===== src/rtl/baccarat_pkg.sv =====
// Shared types and constants for the baccarat control sequencer.
// Scores and ranks are unsigned 4-bit quantities throughout.
package baccarat_pkg;

  typedef enum logic [3:0] {
    S_RST  = 4'd0,
    S_P1   = 4'd1,
    S_D1   = 4'd2,
    S_P2   = 4'd3,
    S_D2   = 4'd4,
    S_EVAL = 4'd5,
    S_P3   = 4'd6,
    S_BANK = 4'd7,
    S_D3   = 4'd8,
    S_END  = 4'd9
  } state_e;

  localparam logic [3:0] NATURAL_MIN     = 4'd8;
  localparam logic [3:0] PLAYER_DRAW_MAX = 4'd5;
  localparam logic [3:0] BANKER_STAND    = 4'd7;
  localparam logic [3:0] FACE_RANK_MIN   = 4'd10;

  // Tens and face cards count as zero in baccarat.
  function automatic logic [3:0] rank_value(input logic [3:0] rank);
    logic [3:0] value;
    if (rank >= FACE_RANK_MIN) begin
      value = 4'd0;
    end else begin
      value = rank;
    end
    return value;
  endfunction

endpackage


===== src/rtl/banker_draw_rule.sv =====
// Punto Banco banker third-card table, evaluated after the player has drawn.
// Purely combinational: draw is valid whenever dscore and pcard3 are.
module banker_draw_rule
  import baccarat_pkg::*;
(
  input  logic [3:0] dscore,
  input  logic [3:0] pcard3,
  output logic       draw
);

  logic [3:0] value_s;

  assign value_s = rank_value(pcard3);

  // Banker decision indexed by banker total, qualified by player's third-card value.
  always_comb begin
    draw = 1'b0;
    case (dscore)
      4'd0, 4'd1, 4'd2: draw = 1'b1;
      4'd3:             draw = (value_s != 4'd8);
      4'd4:             draw = (value_s >= 4'd2) && (value_s <= 4'd7);
      4'd5:             draw = (value_s >= 4'd4) && (value_s <= 4'd7);
      4'd6:             draw = (value_s >= 4'd6) && (value_s <= 4'd7);
      default:          draw = 1'b0;
    endcase
  end

endmodule


===== src/rtl/baccarat_sequencer.sv =====
// Moore control FSM for the baccarat datapath: sequences card load strobes,
// applies the third-card rules and lights the winner LEDs at the end of a hand.
module baccarat_sequencer
  import baccarat_pkg::*;
(
  input  logic       slow_clock,
  input  logic       resetb,
  input  logic [3:0] pscore,
  input  logic [3:0] dscore,
  input  logic [3:0] pcard3,
  output logic       load_pcard1,
  output logic       load_pcard2,
  output logic       load_pcard3,
  output logic       load_dcard1,
  output logic       load_dcard2,
  output logic       load_dcard3,
  output logic       player_win_light,
  output logic       dealer_win_light,
  output logic       done
);

  state_e state_q;
  state_e state_d;
  logic   banker_draw_s;

  banker_draw_rule u_banker_draw_rule (
    .dscore (dscore),
    .pcard3 (pcard3),
    .draw   (banker_draw_s)
  );

  // State register with synchronous active-low reset.
  always_ff @(posedge slow_clock) begin
    if (!resetb) begin
      state_q <= S_RST;
    end else begin
      state_q <= state_d;
    end
  end

  // Next-state logic; S_EVAL and S_BANK decide from the live datapath scores.
  always_comb begin
    state_d = state_q;
    case (state_q)
      S_RST:  state_d = S_P1;
      S_P1:   state_d = S_D1;
      S_D1:   state_d = S_P2;
      S_P2:   state_d = S_D2;
      S_D2:   state_d = S_EVAL;
      S_EVAL: begin
        if ((pscore >= NATURAL_MIN) || (dscore >= NATURAL_MIN)) begin
          state_d = S_END;
        end else if (pscore <= PLAYER_DRAW_MAX) begin
          state_d = S_P3;
        end else if (dscore <= PLAYER_DRAW_MAX) begin
          state_d = S_D3;
        end else begin
          state_d = S_END;
        end
      end
      S_P3:   state_d = S_BANK;
      S_BANK: begin
        if (banker_draw_s && (dscore < BANKER_STAND)) begin
          state_d = S_D3;
        end else begin
          state_d = S_END;
        end
      end
      S_D3:   state_d = S_END;
      S_END:  state_d = S_END;
      default: state_d = S_RST;
    endcase
  end

  // Moore outputs: strobes decode the state; lights follow the final scores in S_END.
  always_comb begin
    load_pcard1      = 1'b0;
    load_pcard2      = 1'b0;
    load_pcard3      = 1'b0;
    load_dcard1      = 1'b0;
    load_dcard2      = 1'b0;
    load_dcard3      = 1'b0;
    player_win_light = 1'b0;
    dealer_win_light = 1'b0;
    done             = 1'b0;
    case (state_q)
      S_P1: load_pcard1 = 1'b1;
      S_D1: load_dcard1 = 1'b1;
      S_P2: load_pcard2 = 1'b1;
      S_D2: load_dcard2 = 1'b1;
      S_P3: load_pcard3 = 1'b1;
      S_D3: load_dcard3 = 1'b1;
      S_END: begin
        done             = 1'b1;
        player_win_light = (pscore >= dscore);
        dealer_win_light = (dscore >= pscore);
      end
      default: begin
        done = 1'b0;
      end
    endcase
  end

endmodule


===== config.mk =====
export PLATFORM = sky130hd
export DESIGN_NAME = baccarat_sequencer
export DESIGN_NICKNAME = d
export VERILOG_FILES = /design/src/rtl/baccarat_pkg.sv /design/src/rtl/banker_draw_rule.sv /design/src/rtl/baccarat_sequencer.sv
export SDC_FILE = /design/constraint.sdc
export NUM_CORES = 1
export LEC_CHECK = 0
export CAP_MARGIN = 10
export CORE_AREA = 2 2 39 41
export CTS_BUF_LIST = sky130_fd_sc_hd__clkbuf_8 sky130_fd_sc_hd__clkbuf_16
export DETAILED_ROUTE_END_ITERATION = 8
export DIE_AREA = 0 0 41 43
export PLACE_DENSITY = 0.72
export REMOVE_ABC_BUFFERS = 1
export SLEW_MARGIN = 20
export SYNTH_ARGS = -nofsm -noshare
export SYNTH_HDL_FRONTEND = slang
export SYNTH_SLANG_ARGS = --single-unit

===== constraint.sdc =====
create_clock -name slow_clock -period 1.51 [get_ports slow_clock]
set_input_delay 0.151 -clock slow_clock [delete_from_list [all_inputs] [get_ports slow_clock]]
set_output_delay 0.151 -clock slow_clock [all_outputs]
set_load 0.005 [all_outputs]

==> impl_metrics.yaml <==
clocking:
  clock_sinks: 4
  cts-root-buf: "clkbuf_8"
  clk_path_buf_depth: 2
  cts.htree.levels: 1
  clk_pin_slew_ns: 0.03
  numCtsBuffers: 3
  cts_hold_buf: 0
  tritoncts: "yes"
  clock_latency_ns: 0.21
global_routing:
  use_met1_pct: 20.5
  antenna_found_initial: 0
  grt_pass1_vias: 559
  gr-max-usage-layer: "met2"
  use_met3_pct: 3.14
  overflow: 0
  met2_usage_pct: 30.0
  grt_usage_pct: 18.2
  grt_pass1_wl_um: 2220
  grt_max_degree: 10
cells_and_area:
  n_antenna_cell: 0
  final_cell_mix: "12 x buf_4, 9 x dlygate4sd2_1, 6 x clkdlybuf4s50_1"
  multiInputGateArea_um2: 412
  finalNetCount: 115
  final_area_um2: 865
  layout_commonest_cell: "buf_4"
  largest-register: "state_q"
  nFillCells: 130
  reg.largest.list: "state_q x4"
  regArea_um2: 80.1
  largest_reg_flops: 4
  syn2layout_area_growth_pct: 90.4
  drive_gt1_share_pct: 37.9
timing:
  hold_viol_final: 0
  layout_worst_path_cycle_share_pct: 98.2
  rsz0062_at_grt: "yes"
  setup-tns-final_ns: 0
  fin_skew_ns: 0.00225
  slew_headroom_pct: 82.8
  setup_viol: 0
  min_period_ns: 1.48
  tightestPinTransition_ns: 0.255
  fmax_mhz: 674
  maxSlewViolCount: 0
synthesis:
  avgSynthCellArea_um2: 7.57
  synth_top_area_cell: "dfxtp_1"
  synth_fa_ha_area_share_pct: 11.0
  netlist.area_leader.share_pct: 17.6
  synth-async-reset-ratio_pct: 0
  synth_mux_area_share_pct: 0
  synth_xor_area_share_pct: 0
  yosysSeqAreaShare_pct: 17.6
  synth_cells: 60
  synth_top_family_by_area: "simple AND/OR/NAND/NOR gates"
  yosysWarnings: 0
  synth_compound_area_share_pct: 30.0
  synthesis.area_um2: 454
  synth_seq_cells: 4
  synth.area.top_cells: "dfxtp_1 18%, ha_1 11%, nand2b_1 6.9%"
  synthSimpleGateAreaFrac_pct: 33.6
  ys_types: 28
  synth_edf_count: 0
  synth_flop_cell: "dfxtp_1"
routing:
  detail_route.wirelength_um: 1480
  vias: 573
  routedWlPerCell_um: 13.4
  drc: 0
  first_pass_iters: 4
  drt-initial-drc-count: 12
  ant_nets: 0
  vias_per_cell: 5.16
die:
  pin_count: 23
  die-area_um2: 1760
  die_w_um: 41
  start_util_pct: 32.8
  rows: 14
  die_y_um: 43
  core_um2: 1380
critical_path:
  critPathKind: "input port to primary output"
  cp_max_fo: 2
  crit_required_ns: 1.36
  crit_path_end_kind: "primary output"
  cp.arrival_ns: 1.33
  start_kind: "input port"
job:
  cap_violations: 0
place:
  dp_hpwl_um: 1070
  io_buffers: 22
  placed_cell_area_um2: 753
  gp_congestion: 0.824
hold_path:
  hp-class: "input port to flip-flop"
run_status:
  status: "completed"
power_and_ir_drop:
  power.leakage_nw: 0.393
  powerDensity_nw_per_um2: 606
  ir_worst_vdd_v: 0.000583
through the flow:
stage	util (%)	hold WS, ns	cells	worst slack [ns]	power (mW)
floorplan	-	0.267	58	0.213	0.191
global placement	54.4	0.657	106	-0.804	0.284
detailed placement	54.4	0.675	106	-0.833	0.288
CTS	59.7	0.444	111	-0.0301	0.515
global route	62.5	0.394	111	-0.0172	0.561
finish	62.5	0.371	111	0.0272	0.524
timing repair:
item | in CTS | in global routing
resized for setup | 43 | 6
setup endpoints to repair | 9 | 3
buffers inserted | 2 | 0
pin swaps | 9 | 2
power by group:
| part | switching (mW) | leakage, nW | internal, mW | total (mW) |
|---|---|---|---|---|
| registers | 0.00574 | 0.0328 | 0.114 | 0.120 |
| clock network | 0.0480 | 0.0216 | 0.169 | 0.217 |
| logic | 0.0824 | 0.338 | 0.105 | 0.187 |
| total | 0.136 | 0.393 | 0.388 | 0.524 |
Yosys cell counts (2+ instances only):
cell type and instances:
a21oi_1 4, dfxtp_1 4, ha_1 4, inv_1 5
nand2_1 4, nand2b_1 5, nor2_1 5, nor2_2 2
nor2b_1 2, nor3_1 5, o21a_1 3
path summary, 6_finish.rpt:
check	from	endpoint	slack (ns)	cells after the start
setup reg to reg	state_q[3]	state_q[0]	0.35	5
hold reg to reg	state_q[2]	state_q[2]	0.69	3
hold / removal	dscore[0]	state_q[0]	0.37	5
setup / recovery	dscore[1]	dealer_win_light	0.03	7
critical path, cell delays in order:
cell and delay [ns]:
buf_8 0.10, ha_4 0.22, nor2b_4 0.12, o21a_1 0.18, o21a_1 0.20, o31a_1 0.24
buf_2 0.13
final cells by class:
| class | count | area share [%] |
|---|---|---|
| clock buffer | 3 | 4.78 |
| inverter | 5 | 2.46 |
| multi-input combinational | 49 | 47.6 |
| sequential | 4 | 9.26 |
| tap | 16 | 2.32 |
| timing repair buffer | 34 | 33.6 |
metal layers:
metal  vias to the layer above  part of all wire [%]
li1                        287                     -
met1                       260                    39
met3                         2                   4.9
met4                         0                  0.20
met2                        24                    56
met5                         -                     0
cell families after synthesis:
group,after synthesis
simple gates,27
compound gates,18
buf+inv,7
fa+ha+maj,4
flops,4
(Power assumes the default switching activity.)
